File: src/rtl/palette_index_encoder.sv
// Nearest-colour encoder: maps a 12-bit RGB pixel to the index of the closest
// entry in a loadable 16-entry palette, scanning one entry per clock.
module palette_index_encoder #(
  parameter int NUM_ENTRIES = 16,
  parameter int IDX_W       = 4,
  parameter int CH_W        = 4,
  parameter int DIST_W      = 6
) (
  input  logic                Clk,
  input  logic                Reset,
  input  logic                pal_we,
  input  logic [IDX_W-1:0]    pal_waddr,
  input  logic [3*CH_W-1:0]   pal_wdata,
  output logic                pal_busy,
  input  logic                in_valid,
  output logic                in_ready,
  input  logic [CH_W-1:0]     in_red,
  input  logic [CH_W-1:0]     in_green,
  input  logic [CH_W-1:0]     in_blue,
  output logic                out_valid,
  input  logic                out_ready,
  output logic [IDX_W-1:0]    out_index,
  output logic [DIST_W-1:0]   out_dist,
  output logic                out_exact,
  output logic [1:0]          dbg_state
);

  // Handshakes: a transfer happens on a rising edge where valid & ready are
  // both high; in_ready is high only in IDLE, out_valid only in DONE and it
  // holds its payload steady until out_ready is seen.
  typedef enum logic [1:0] {S_IDLE = 2'd0, S_SEARCH = 2'd1, S_DONE = 2'd2} state_t;

  state_t              r_state;
  logic [3*CH_W-1:0]   r_pal [NUM_ENTRIES];
  logic [CH_W-1:0]     r_red, r_green, r_blue;
  logic [IDX_W-1:0]    r_scan_idx, r_best_idx;
  logic [DIST_W-1:0]   r_best_dist;
  logic                r_in_ready, r_pal_busy, r_out_valid, r_out_exact;
  logic [IDX_W-1:0]    r_out_index;
  logic [DIST_W-1:0]   r_out_dist;

  logic [3*CH_W-1:0]   w_entry;
  logic [CH_W-1:0]     w_pr, w_pg, w_pb;
  logic [CH_W-1:0]     w_dr, w_dg, w_db;
  logic [DIST_W-1:0]   w_dist, w_new_dist;
  logic [IDX_W-1:0]    w_new_idx;
  logic                w_better, w_last;

  assign w_entry = r_pal[r_scan_idx];
  assign w_pr    = w_entry[3*CH_W-1:2*CH_W];
  assign w_pg    = w_entry[2*CH_W-1:CH_W];
  assign w_pb    = w_entry[CH_W-1:0];

  assign w_dr = (r_red   >= w_pr) ? (r_red   - w_pr) : (w_pr - r_red);
  assign w_dg = (r_green >= w_pg) ? (r_green - w_pg) : (w_pg - r_green);
  assign w_db = (r_blue  >= w_pb) ? (r_blue  - w_pb) : (w_pb - r_blue);

  assign w_dist = {{(DIST_W-CH_W){1'b0}}, w_dr}
                + {{(DIST_W-CH_W){1'b0}}, w_dg}
                + {{(DIST_W-CH_W){1'b0}}, w_db};

  // Strict compare so ties keep the earlier (lower) index.
  assign w_better   = (w_dist < r_best_dist);
  assign w_new_dist = w_better ? w_dist : r_best_dist;
  assign w_new_idx  = w_better ? r_scan_idx : r_best_idx;
  assign w_last     = (r_scan_idx == IDX_W'(NUM_ENTRIES - 1));

  always_ff @(posedge Clk) begin
    if (Reset) begin
      for (int i = 0; i < NUM_ENTRIES; i++) r_pal[i] <= '0;
    end else if (pal_we && (r_state == S_IDLE)) begin
      r_pal[pal_waddr] <= pal_wdata;
    end
  end

  always_ff @(posedge Clk) begin
    if (Reset) begin
      r_state     <= S_IDLE;
      r_red       <= '0;
      r_green     <= '0;
      r_blue      <= '0;
      r_scan_idx  <= '0;
      r_best_idx  <= '0;
      r_best_dist <= '1;
      r_in_ready  <= 1'b1;
      r_pal_busy  <= 1'b0;
      r_out_valid <= 1'b0;
      r_out_index <= '0;
      r_out_dist  <= '0;
      r_out_exact <= 1'b0;
    end else begin
      case (r_state)
        S_IDLE: begin
          if (in_valid) begin
            r_red       <= in_red;
            r_green     <= in_green;
            r_blue      <= in_blue;
            r_scan_idx  <= '0;
            r_best_idx  <= '0;
            r_best_dist <= '1;
            r_in_ready  <= 1'b0;
            r_pal_busy  <= 1'b1;
            r_state     <= S_SEARCH;
          end
        end
        S_SEARCH: begin
          r_best_dist <= w_new_dist;
          r_best_idx  <= w_new_idx;
          if ((w_dist == '0) || w_last) begin
            r_out_index <= w_new_idx;
            r_out_dist  <= w_new_dist;
            r_out_exact <= (w_new_dist == '0);
            r_out_valid <= 1'b1;
            r_state     <= S_DONE;
          end else begin
            r_scan_idx <= r_scan_idx + 1'b1;
          end
        end
        S_DONE: begin
          if (out_ready) begin
            r_out_valid <= 1'b0;
            r_in_ready  <= 1'b1;
            r_pal_busy  <= 1'b0;
            r_state     <= S_IDLE;
          end
        end
        default: begin
          r_state     <= S_IDLE;
          r_in_ready  <= 1'b1;
          r_pal_busy  <= 1'b0;
          r_out_valid <= 1'b0;
        end
      endcase
    end
  end

  assign in_ready  = r_in_ready;
  assign pal_busy  = r_pal_busy;
  assign out_valid = r_out_valid;
  assign out_index = r_out_index;
  assign out_dist  = r_out_dist;
  assign out_exact = r_out_exact;
  assign dbg_state = r_state;

endmodule
File: config.mk
export PLATFORM = sky130hd
export DESIGN_NAME = palette_index_encoder
export DESIGN_NICKNAME = d
export VERILOG_FILES = /design/src/rtl/palette_index_encoder.sv
export SDC_FILE = /design/constraint.sdc
export NUM_CORES = 1
export LEC_CHECK = 0
export BUFFER_PORTS_ARGS = -buffer_cell sky130_fd_sc_hd__buf_4
export CORE_MARGIN = 3
export CORE_UTILIZATION = 50
export DETAILED_ROUTE_END_ITERATION = 12
export PLACE_DENSITY = 0.67
export SLEW_MARGIN = 20
export SYNTH_ARGS = -nofsm -noshare
export SYNTH_HDL_FRONTEND = slang
export SYNTH_SLANG_ARGS = --single-unit
File: constraint.sdc
create_clock -name Clk -period 7.35 [get_ports Clk]
set_input_delay 0.3675 -clock Clk [delete_from_list [all_inputs] [get_ports Clk]]
set_output_delay 0.3675 -clock Clk [all_outputs]
set_load 0.005 [all_outputs]
==> flow_metrics.tcl <==
set metrics [dict create \
    intPower_mw 3.079 \
    reg2reg_depth 18 \
    muxShareOfSynthArea_pct 12.29 \
    share_clk_of_total_power_pct 26.3 \
    finalPower_mw 4.849 \
    initial_utilization_pct 51.42 \
    synth_seq_area_share_pct 56.91 \
    core_footprint_sq_mm 0.02285 \
    highest_attainable_clock_frequency_mhz 151.9 \
    die_area_sq_mm 0.02537 \
    cts.hold.buffers_added 0 \
    p_sw_mw 1.770 \
    drt_pass1_iterations 5 \
    setup_total_negative_slack_ps 0 \
    postSynthAreaPerCell_sq_um 13.23 \
    p_comb_share_pct 40.2 \
    yosysUniqueCellTypes 51 \
    yosys-top-cells-area "sky130_fd_sc_hd__edfxtp_1 49%, sky130_fd_sc_hd__mux4_2 12%, sky130_fd_sc_hd__and2_1 10%" \
    area_growth_syn_to_layout_pct 13.32 \
    post_synth_xor_area_fraction_pct 0.5218 \
    htreeDepth 1 \
    netlist_instances 888 \
    synth_area_in_compound_gates_pct 6.507 \
    cts-root-to-sink-buffers 3 \
    netlist_area_sq_mm 0.01175 \
    synth_largest_area_cell "sky130_fd_sc_hd__edfxtp_1" \
    yosys.area_share.simple_pct 15.08 \
    min_path_cells 3 \
    number_of_global_route_vias_before_repair 7240 \
    drv_slew 0 \
    clk_pin_slew_worst_paths_ps 60 \
    rsz_0062_raised_after_global_routing "no" \
    io_buffers 48 \
    grt_max_degree 43 \
    finalWorstPathRequiredPeriod_ps 6582 \
    worst-endpoint-required_ps 7780 \
    vias 7219 \
    cts-root-buf "sky130_fd_sc_hd__clkbuf_16" \
    synthDominantCellAreaShare_pct 49.07 \
    critical_path_arrival_ps 7010 \
    number_of_antenna_violations_at_the_first_check_in_global_routing 0 \
    nets 1004 \
    viasPerCell 5.716 \
    launching_element_type_of_the_critical_path "register" \
    finalHoldViolCount 0 \
    dp_hpwl_um 18460 \
    final.period_utilization_pct 89.55 \
    cts.sink_count 238 \
    async_reset_ff_share_pct 0 \
    detailedRoute.firstIterationViolations 705 \
    synth_top_family_by_area "simple AND/OR/NAND/NOR gates" \
    cts_tree "yes" \
    hold_class "in2reg" \
    placement_cell_area_sq_mm 0.01247 \
    seqPwrFrac_pct 33.5 \
    cts.repair.resized 0 \
    power_per_cell_area_mw_per_mm2 364.2 \
    number_of_buffers_created_by_cts 26 \
    post_cts_buffers 0 \
    residual_drc 0 \
    drive_gt1_share_pct 19.68 \
    peakVddDrop_uv 318.6 \
    edff_count_synth 192 \
    die-width_um 159.3 \
    final.setup_skew_ps 29.72 \
    number_of_synthesized_register_bits 238 \
    max_cap_violations 0 \
    worst_skew_pair.late_latency_ps 550 \
    gpl_wtd_cong 0.8660 \
    design_area_sq_mm 0.01331 \
    cp_max_fo 21 \
    grt_pass1_wl_um 42520 \
    setup_viol_count_final 0 \
    postRouteWirelength_um 27330 \
    timing.max_slew.rel_slack_pct 34.32 \
    hold_slack_ps 87.15 \
    ios 49 \
    grtUsageTotal_pct 21.70 \
    hold_start "in_red[3]" \
    ys.warnings.count 0 \
    post_synth_fa_ha_maj_area_fraction_pct 5.069 \
    antenna_violating_nets_post_route 0 \
    global_route.overflow_total 0 \
    timing_worst_slew_pin_value_ps 981.6 \
    critical_path.endpoint_type "register" \
    antennaDiodeCount 0 \
    status "finished clean" \
    post_synth_most_frequent_cells "192 x sky130_fd_sc_hd__and2_1, 192 x sky130_fd_sc_hd__edfxtp_1, 60 x sky130_fd_sc_hd__mux4_2" \
    ys_dominant_reg_cell "sky130_fd_sc_hd__edfxtp_1" \
    switching_share_pct 36.50 \
    floorplan.rows 55 \
    synth_fp_nets 962 \
    die_h_um 159.3 \
    power.leakage_nw 4.988 \
    wl_per_cell_um 21.64 \
    path_class "reg2reg" \
]
==> worst paths after layout <==
path	to	slack, ps
setup / recovery	out_dist[0]	770
setup reg to reg	out_dist[0]	770
hold reg to reg	out_valid	460
hold / removal	r_red[3]	90
==> cell usage in the layout, fill, tap and decap left out, types with 11 or more instances in the layout <==
cell type / Yosys / routed
sky130_fd_sc_hd__dfxtp_1: 46 / 44
sky130_fd_sc_hd__a21oi_1: 37 / 37
sky130_fd_sc_hd__edfxtp_1: 192 / 192
sky130_fd_sc_hd__nand2_1: 49 / 49
sky130_fd_sc_hd__o21ai_1: 0 / 11
sky130_fd_sc_hd__and2_1: 192 / 192
sky130_fd_sc_hd__mux4_2: 60 / 60
sky130_fd_sc_hd__fa_1: 11 / 11
sky130_fd_sc_hd__ha_1: 30 / 30
sky130_fd_sc_hd__nor2_1: 17 / 17
sky130_fd_sc_hd__buf_4: 4 / 72
sky130_fd_sc_hd__a31oi_1: 14 / 14
sky130_fd_sc_hd__clkbuf_16: 0 / 26
sky130_fd_sc_hd__o21ai_0: 24 / 12
sky130_fd_sc_hd__inv_1: 43 / 43
sky130_fd_sc_hd__a21o_1: 12 / 12
==> worst max-delay path, cell delays in order (launching register included) <==
cell and delay, ps:
sky130_fd_sc_hd__dfxtp_4 630, sky130_fd_sc_hd__buf_12 270, sky130_fd_sc_hd__mux4_2 540, sky130_fd_sc_hd__mux4_2 530
sky130_fd_sc_hd__ha_1 340, sky130_fd_sc_hd__a21o_1 170, sky130_fd_sc_hd__a21o_1 170, sky130_fd_sc_hd__a21oi_1 320
sky130_fd_sc_hd__mux2_2 410, sky130_fd_sc_hd__fa_1 470, sky130_fd_sc_hd__ha_1 240, sky130_fd_sc_hd__fa_1 440
sky130_fd_sc_hd__xor2_1 340, sky130_fd_sc_hd__ha_1 310, sky130_fd_sc_hd__a21o_1 160, sky130_fd_sc_hd__a21oi_1 200
sky130_fd_sc_hd__o221a_2 510, sky130_fd_sc_hd__nand2_1 110, sky130_fd_sc_hd__a311oi_1 290
==> stage by stage <==
step | utilization (%) | setup WS (ps) | cells
after CTS | 58.26 | 745.8 | 1263
after global placement | 54.57 | 914.8 | 1215
after global routing | 58.27 | 397.9 | 1263
final | 58.27 | 768.0 | 1263
after detailed placement | 54.57 | 772.2 | 1215
after floorplan | - | 1493 | 888
==> power by group through the flow <==
stage	logic (mW)	registers (mW)	clock network, mW
CTS	1.96	1.63	1.29
finish	1.95	1.62	1.27
global route	2.15	1.64	1.35
global placement	1.92	1.65	0
detailed placement	1.95	1.65	0
floorplan	1.42	1.61	0
==> registers in the layout, indices dropped and copies added (netlist names), named ones only <==
name	count
r_pal	192
out_dist	6
r_best_dist	6
out_index	4
r_best_idx	4
r_blue	4
r_green	4
r_red	4
r_scan_idx	4
dbg_state	2
in_ready	1
out_exact	1
out_valid	1
pal_busy	1
==> cell type report <==
type                    count  area [sq um]
inverters                  43         161.4
flip-flops and latches    238          6691
fillers                  1865          9533
well taps                 313         391.6
multi-input cells         547          4646
clock inverters            12         131.4
repair buffers             74         580.6
clock buffers              36         711.9
==> cell families after synthesis <==
group,Yosys count
compound gates,121
simple gates,309
buf+inv,103
mux,69
flops,238
fa+ha+maj,41
xor+xnor,7
==> per-layer routing <==
metal / track usage, % / vias up / routed length, um
met5: 0 / - / 0
li1: - / 3317 / -
met1: 30.05 / 3608 / 11510
met4: 6.248 / 0 / 862
met3: 3.252 / 54 / 1638
met2: 36.07 / 240 / 13320
Power figures use the tool's default switching activity.
